[src/rtl/pc_fetch_sequencer_if.sv]
// Instruction-memory fetch bus between the PC sequencer and imem.
// Latency: none, plain wires.
// Backpressure: req is held with a stable addr until ack returns.
interface pc_fetch_sequencer_if;
  logic        req;
  logic [31:0] addr;
  logic        ack;

  modport master (output req, output addr, input ack);
  modport slave  (input req, input addr, output ack);
endinterface

[src/rtl/pc_fetch_sequencer.sv]
// PC register and fetch sequencer: issues imem fetches, arbitrates redirects (exc > jmp > br > seq).
// Latency: one instruction per cycle with back-to-back acks; if_valid/flush/misalign are registered (next cycle).
// Backpressure: stall parks the FSM in HOLD (req low); a fetch waits for ack, timing out into ERR.
// Optional feature macro PC_ALIGN_CHECK_EN: misaligned jmp/br targets become exceptions to EXC_VECTOR.
module pc_fetch_sequencer #(
  parameter logic [31:0] RESET_PC      = 32'h0000_0000,
  parameter logic [31:0] EXC_VECTOR    = 32'h0000_0180,
  parameter int          FETCH_TIMEOUT = 16
) (
  input  logic                         clk,
  input  logic                         rst_n,
  input  logic                         stall,
  input  logic                         br_taken,
  input  logic [31:0]                  br_target,
  input  logic                         jmp_en,
  input  logic [31:0]                  jmp_target,
  input  logic                         exc_en,
  pc_fetch_sequencer_if.master         imem,
  output logic [31:0]                  pc,
  output logic [31:0]                  pc_plus4,
  output logic                         if_valid,
  output logic                         flush,
  output logic                         fetch_err,
  output logic                         misalign
);

  typedef enum logic [1:0] {IDLE, FETCH, HOLD, ERR} state_t;

  // Redirect priorities; zero means "nothing pending".
  localparam logic [1:0] PRI_NONE = 2'd0;
  localparam logic [1:0] PRI_BR   = 2'd1;
  localparam logic [1:0] PRI_JMP  = 2'd2;
  localparam logic [1:0] PRI_EXC  = 2'd3;
  localparam logic [7:0] TIMER_LAST = 8'(FETCH_TIMEOUT - 1);

  state_t      state, state_nxt;
  logic [31:0] pc_nxt;
  logic [1:0]  pend_pri;
  logic [31:0] pend_tgt;
  logic [7:0]  timer, timer_nxt;
  logic        pend_clr;
  logic        ack_ok;

  logic [1:0]  req_pri;
  logic [31:0] req_tgt;
  logic        req_mis;
  logic        capture;
  logic [1:0]  eff_pri;
  logic [31:0] eff_tgt;
  logic        eff_vld;

  assign pc_plus4 = pc + 32'd4;

  // Pick this cycle's highest-priority redirect request and normalise its target.
  always_comb begin
    req_pri = PRI_NONE;
    req_tgt = 32'h0;
    req_mis = 1'b0;
    if (exc_en) begin
      req_pri = PRI_EXC;
      req_tgt = EXC_VECTOR;
    end else if (jmp_en) begin
      req_pri = PRI_JMP;
      req_tgt = jmp_target;
    end else if (br_taken) begin
      req_pri = PRI_BR;
      req_tgt = br_target;
    end
`ifdef PC_ALIGN_CHECK_EN
    if ((req_pri == PRI_JMP || req_pri == PRI_BR) && req_tgt[1:0] != 2'b00) begin
      req_pri = PRI_EXC;
      req_tgt = EXC_VECTOR;
      req_mis = 1'b1;
    end
`else
    req_tgt[1:0] = 2'b00;
`endif
  end

  // A request wins only over a strictly lower pending one; a same-cycle winner counts as already pending.
  assign capture = (state != ERR) && (req_pri > pend_pri);
  assign eff_pri = capture ? req_pri : pend_pri;
  assign eff_tgt = capture ? req_tgt : pend_tgt;
  assign eff_vld = (eff_pri != PRI_NONE);

  // State register.
  always_ff @(posedge clk or negedge rst_n) begin
    if (!rst_n) state <= IDLE;
    else        state <= state_nxt;
  end

  // Next-state and next-PC decisions.
  always_comb begin
    state_nxt = state;
    pc_nxt    = pc;
    pend_clr  = 1'b0;
    ack_ok    = 1'b0;
    timer_nxt = 8'd0;
    case (state)
      IDLE: state_nxt = FETCH;
      FETCH: begin
        if (imem.ack) begin
          // Data fetched while a redirect is outstanding belongs to a killed path.
          ack_ok = !eff_vld;
          if (eff_vld) begin
            pc_nxt   = eff_tgt;
            pend_clr = 1'b1;
          end else if (!stall) begin
            pc_nxt = pc_plus4;
          end else begin
            state_nxt = HOLD;
          end
        end else if (timer == TIMER_LAST) begin
          state_nxt = ERR;
          pend_clr  = 1'b1;
        end else begin
          timer_nxt = timer + 8'd1;
        end
      end
      HOLD: begin
        if (eff_vld) begin
          pc_nxt    = eff_tgt;
          pend_clr  = 1'b1;
          state_nxt = FETCH;
        end else if (!stall) begin
          pc_nxt    = pc_plus4;
          state_nxt = FETCH;
        end
      end
      ERR: begin
        if (exc_en) begin
          pc_nxt    = EXC_VECTOR;
          state_nxt = FETCH;
        end
      end
      default: state_nxt = IDLE;
    endcase
  end

  // State-decoded outputs: request only while fetching, error flag sticky for the whole ERR stay.
  always_comb begin
    imem.req  = (state == FETCH);
    imem.addr = pc;
    fetch_err = (state == ERR);
  end

  // PC, pending redirect, timeout timer and one-cycle pulses.
  always_ff @(posedge clk or negedge rst_n) begin
    if (!rst_n) begin
      pc       <= RESET_PC;
      pend_pri <= PRI_NONE;
      pend_tgt <= 32'h0;
      timer    <= 8'd0;
      if_valid <= 1'b0;
      flush    <= 1'b0;
    end else begin
      pc       <= pc_nxt;
      timer    <= timer_nxt;
      if_valid <= ack_ok;
      flush    <= capture;
      if (pend_clr) begin
        pend_pri <= PRI_NONE;
      end else if (capture) begin
        pend_pri <= req_pri;
        pend_tgt <= req_tgt;
      end
    end
  end

`ifdef PC_ALIGN_CHECK_EN
  // Misalign pulses alongside the flush of the converted request.
  always_ff @(posedge clk or negedge rst_n) begin
    if (!rst_n) misalign <= 1'b0;
    else        misalign <= capture & req_mis;
  end
`else
  assign misalign = 1'b0;
`endif

endmodule

[src/flat_wrapper.sv]
// flat-port wrapper written by rule: the top's interface ports become plain ports
module pc_fetch_sequencer_flat 
#(
  parameter logic [31:0] RESET_PC      = 32'h0000_0000,
  parameter logic [31:0] EXC_VECTOR    = 32'h0000_0180,
  parameter int          FETCH_TIMEOUT = 16
)
  (clk, rst_n, stall, br_taken, br_target, jmp_en, jmp_target, exc_en, pc, pc_plus4, if_valid, flush, fetch_err, misalign, imem_req, imem_addr, imem_ack);
  pc_fetch_sequencer_if imem_i ();
  input  logic clk;
  input  logic rst_n;
  input  logic stall;
  input  logic br_taken;
  input  logic [31:0] br_target;
  input  logic jmp_en;
  input  logic [31:0] jmp_target;
  input  logic exc_en;
  output logic [31:0] pc;
  output logic [31:0] pc_plus4;
  output logic if_valid;
  output logic flush;
  output logic fetch_err;
  output logic misalign;
  output wire logic [$bits(imem_i.req)-1:0] imem_req;
  output wire logic [$bits(imem_i.addr)-1:0] imem_addr;
  input wire logic [$bits(imem_i.ack)-1:0] imem_ack;
  assign imem_req = imem_i.req;
  assign imem_addr = imem_i.addr;
  assign imem_i.ack = imem_ack;
  pc_fetch_sequencer #(.RESET_PC(RESET_PC), .EXC_VECTOR(EXC_VECTOR), .FETCH_TIMEOUT(FETCH_TIMEOUT)) u_core (.clk(clk), .rst_n(rst_n), .stall(stall), .br_taken(br_taken), .br_target(br_target), .jmp_en(jmp_en), .jmp_target(jmp_target), .exc_en(exc_en), .imem(imem_i), .pc(pc), .pc_plus4(pc_plus4), .if_valid(if_valid), .flush(flush), .fetch_err(fetch_err), .misalign(misalign));
endmodule
[config.mk]
export PLATFORM = sky130hd
export DESIGN_NAME = pc_fetch_sequencer_flat
export DESIGN_NICKNAME = d
export VERILOG_FILES = /design/src/rtl/pc_fetch_sequencer_if.sv /design/src/rtl/pc_fetch_sequencer.sv /design/src/flat_wrapper.sv
export SDC_FILE = /design/constraint.sdc
export NUM_CORES = 1
export LEC_CHECK = 0
export CORE_UTILIZATION = 30
export CTS_BUF_LIST = sky130_fd_sc_hd__clkbuf_8 sky130_fd_sc_hd__clkbuf_16
export CTS_CLUSTER_DIAMETER = 200
export CTS_CLUSTER_SIZE = 12
export DETAILED_ROUTE_END_ITERATION = 8
export GPL_TIMING_DRIVEN = 0
export SKIP_CTS_REPAIR_TIMING = 1
export SLEW_MARGIN = 10
export SYNTH_ARGS = -nofsm -noshare
export SYNTH_HDL_FRONTEND = slang
export SYNTH_SLANG_ARGS = --single-unit
export TNS_END_PERCENT = 100
[constraint.sdc]
create_clock -name clk -period 4.5 [get_ports clk]
set_input_delay 0.9 -clock clk [delete_from_list [all_inputs] [get_ports clk]]
set_output_delay 0.9 -clock clk [all_outputs]
set_load 0.02 [all_outputs]
==> results.tsv <==
metric	value	unit
first-pass GRT wire length	27.1	mm
CTS Buf Count	9	
die width	132	um
Routed WL	17.5	mm
first drt pass iteration count	5	
CTS tree	done	
largest area contributor in the netlist	dfrtp_1	
worst-path fanout max	10	
FMAX	236	MHz
Max stage delay on crit path	0.51	ns
DR WL/cell	18.2	um
cell area after layout	7280	sq um
layout cells sized above 1	12.8	%
Nets	815	
Routed Antenna Nets	0	
root buffer cell	clkbuf_16	
CP Launch Type	input port	
Max-cap violations	0	
Syn Nets	638	
Async SR Flop Fraction	100	%
post-synthesis register bit count	78	
Pwr Density	721	nW/um^2
Die Span Y	132	um
number of global-route vias before repair	4842	
commonest non-fill, non-tap cell in the layout	clkdlybuf4s50_1	
Final Setup Violations	0	
Skew-Pair Late Insertion Delay	0.35	ns
Comb power frac	63.2	%
largest net degree at the start of global routing	57	
most frequent cells in the layout	clkdlybuf4s50_1 (164), dfrtp_1 (78), o21ai_0 (54)	
Clock Sinks	78	
CP endpoint kind	flip-flop	
RSZ-0062 raised after global routing	false	
Max IR drop VDD	0.000261	V
num rows	47	
CTS Buffer Depth	2	
post-route insts no fill	961	
post-synth cell types	67	
initial antenna violation count	0	
status	finished, final reports clean	
Max Slew Vio Count	0	
die area	17300	sq um
area occupied by multi-input gates	2630	sq um
worst slew pin tran	0.704	ns
CP Data Arrival Time	4.47	ns
Hold Vio Cnt, Final	0	
# H-tree levels	3	
internal power	2.71	mW
Post-DP Area	7000	sq um
gpl congestion	0.849	
CP top delay family	buffers and inverters	
fill cell count	1618	
placed insts	945	
ANT cells	0	
io pins	172	
crit path buf inv count	5	
Slowest-stage cell, CP	clkdlybuf4s50_1	
grt total ovfl	0	
Final Util	44.1	%
top-area cell type share of the netlist area	38.7	%
drt initial violations	482	
Setup CP Type	in2reg	
worst-path cell chain	clkdlybuf4s50_1, buf_1, or2_2, ha_1, nor2b_1, o21ai_2, inv_2, o31ai_2, buf_2, a21o_1, buf_2, nor3_1, a221o_1	
register share of total power	23.5	%
ys flop type	dfrtp_1	
total leakage power	2.97	nW
skew final	0.00852	ns
Via density	5.24	
Warnings, synthesis	0	
Register Area	1950	sq um
core area	16500	sq um
Hold Path Class	in2async	
Netlist Area Pre-Place	5050	sq um
Starting Density	30.5	%
Slew headroom	52.9	%
CP dominant cell by count	buf_2	
Tot GR Track Use	20.1	%
Cells after Synth	559	
Switch Pwr	2.54	mW
Area contributors post-synth	dfrtp_1 (39%), buf_4 (5.4%), o21ai_0 (5.4%), a221o_1 (3.8%), nand2_1 (3.3%)	
port bufs	165	
period utilisation layout	94.1	%
worst endpoint required time	4.73	ns
Total Power	5.25	mW
clock share of power	13.3	%
number of synthesized flops with an enable pin	0	
register area share after synthesis	38.7	%
Syn Area/Cell	9.03	sq um
Residual DRC	0	
Area Growth Syn to Fin	44.3	%
Clock transition at path regs	0.07	ns
Sw Ratio	48.5	%
DP Wirelength	13.6	mm
Vias	5036	
final worst path period need	4.24	ns
metal layers:
metal / up-vias / wire length (um) / global-route usage, % / part of all wire (%)
li1: 2370 / - / - / -
met1: 2425 / 7900 / 27.1 / 45
met2: 222 / 8090 / 32.5 / 46
met3: 19 / 1180 / 2.97 / 6.7
met4: 0 / 312 / 7.49 / 1.8
met5: - / 0 / 0 / 0
worst paths after layout:
| check | startpoint | to | slack (ns) | cells after the start |
|---|---|---|---|---|
| max in group asynchronous | rst_n | u_core.imem.addr[8]$_DFFE_PN0P_ | 3.45 | 2 |
| worst max-delay path | exc_en | u_core.imem.addr[25]$_DFFE_PN0P_ | 0.26 | 13 |
| worst max register to register | u_core.pend_pri[1]$_DFF_PN0_ | u_core.imem.addr[25]$_DFFE_PN0P_ | 1.47 | 11 |
| min in group clk | u_core.timer[0]$_DFF_PN0_ | u_core.timer[0]$_DFF_PN0_ | 0.46 | 1 |
| worst min-delay path | rst_n | u_core.timer[3]$_DFF_PN0_ | 0.46 | 1 |
| worst min register to register | u_core.timer[0]$_DFF_PN0_ | u_core.timer[0]$_DFF_PN0_ | 0.46 | 1 |
metrics by stage:
stage	worst slack [ns]	hold WS, ns	setup TNS [ns]
after floorplan	1.07	0.433	0
after global placement	-0.312	0.447	-24.42
after detailed placement	-0.141	0.450	-1.14
after CTS	0.213	0.458	0
after global routing	0.0450	0.488	0
final	0.264	0.456	0
flip-flops by register name, indices dropped and copies added (netlist names):
| register | flops |
|---|---|
| u_core.imem.addr | 32 |
| u_core.pend_tgt | 32 |
| u_core.timer | 8 |
| u_core.flush | 1 |
| u_core.state | 2 |
| u_core.pend_pri | 2 |
| u_core.if_valid | 1 |
layout make-up:
class,instances,share of cell area [%]
Buffer,67,5.53
Sequential cell,78,26.8
Clock buffer,9,3.09
Tap cell,220,3.78
Timing Repair Buffer,166,23.0
Multi-Input combinational cell,397,36.1
Clock inverter,7,0.790
Inverter,17,0.876
cells by family after synthesis:
kind of cell | count (synthesis) | synth area share, %
AO/OA/AOI/OAI | 182 | 24.7
XOR/XNOR | 33 | 5.73
adder cells (fa/ha/maj) | 8 | 1.98
buffers and inverters | 84 | 9.20
flip-flops | 78 | 38.7
multiplexers | 8 | 1.59
other | 1 | 0.0743
AND/OR/NAND/NOR | 165 | 18.0
power groups by stage:
stage               sequential [mW]  combinational (mW)  clock, mW
global placement               1.23                3.21          0
global route                   1.27                3.53      0.729
floorplan                      1.28                1.89          0
CTS                            1.23                3.29      0.707
finish                         1.23                3.32      0.701
detailed placement             1.24                3.28          0
Yosys cell counts, types with 3 or more instances:
master,number
or3_1,6
o31ai_1,6
nor3_1,17
and2_1,4
clkbuf_1,16
nand3_1,14
dfrtp_1,78
o21ai_1,19
nand3b_1,3
inv_1,15
a31o_1,3
a31oi_1,4
a22oi_1,7
a221o_1,19
nor2b_1,4
o22ai_1,4
a22o_1,14
o32ai_1,4
nor4_2,3
nand2_1,44
nand2b_1,4
ha_1,8
nor2_1,38
xnor2_1,18
o21ai_0,54
buf_2,11
a21o_1,3
buf_4,36
buf_1,4
a21oi_1,18
o211ai_1,4
mux2i_1,8
xor2_1,15
and3_1,5
worst reg2reg max path, cell delays in order, from the launching register on:
cell and delay [ns]:
dfrtp_1 0.39, inv_1 0.08, ha_1 0.31, nor2b_1 0.16
o21ai_2 0.35, inv_2 0.13, o31ai_2 0.36, buf_2 0.28
a21o_1 0.20, buf_2 0.26, nor3_1 0.11, a221o_1 0.28
Note: power is estimated with default switching activity, not from simulation.
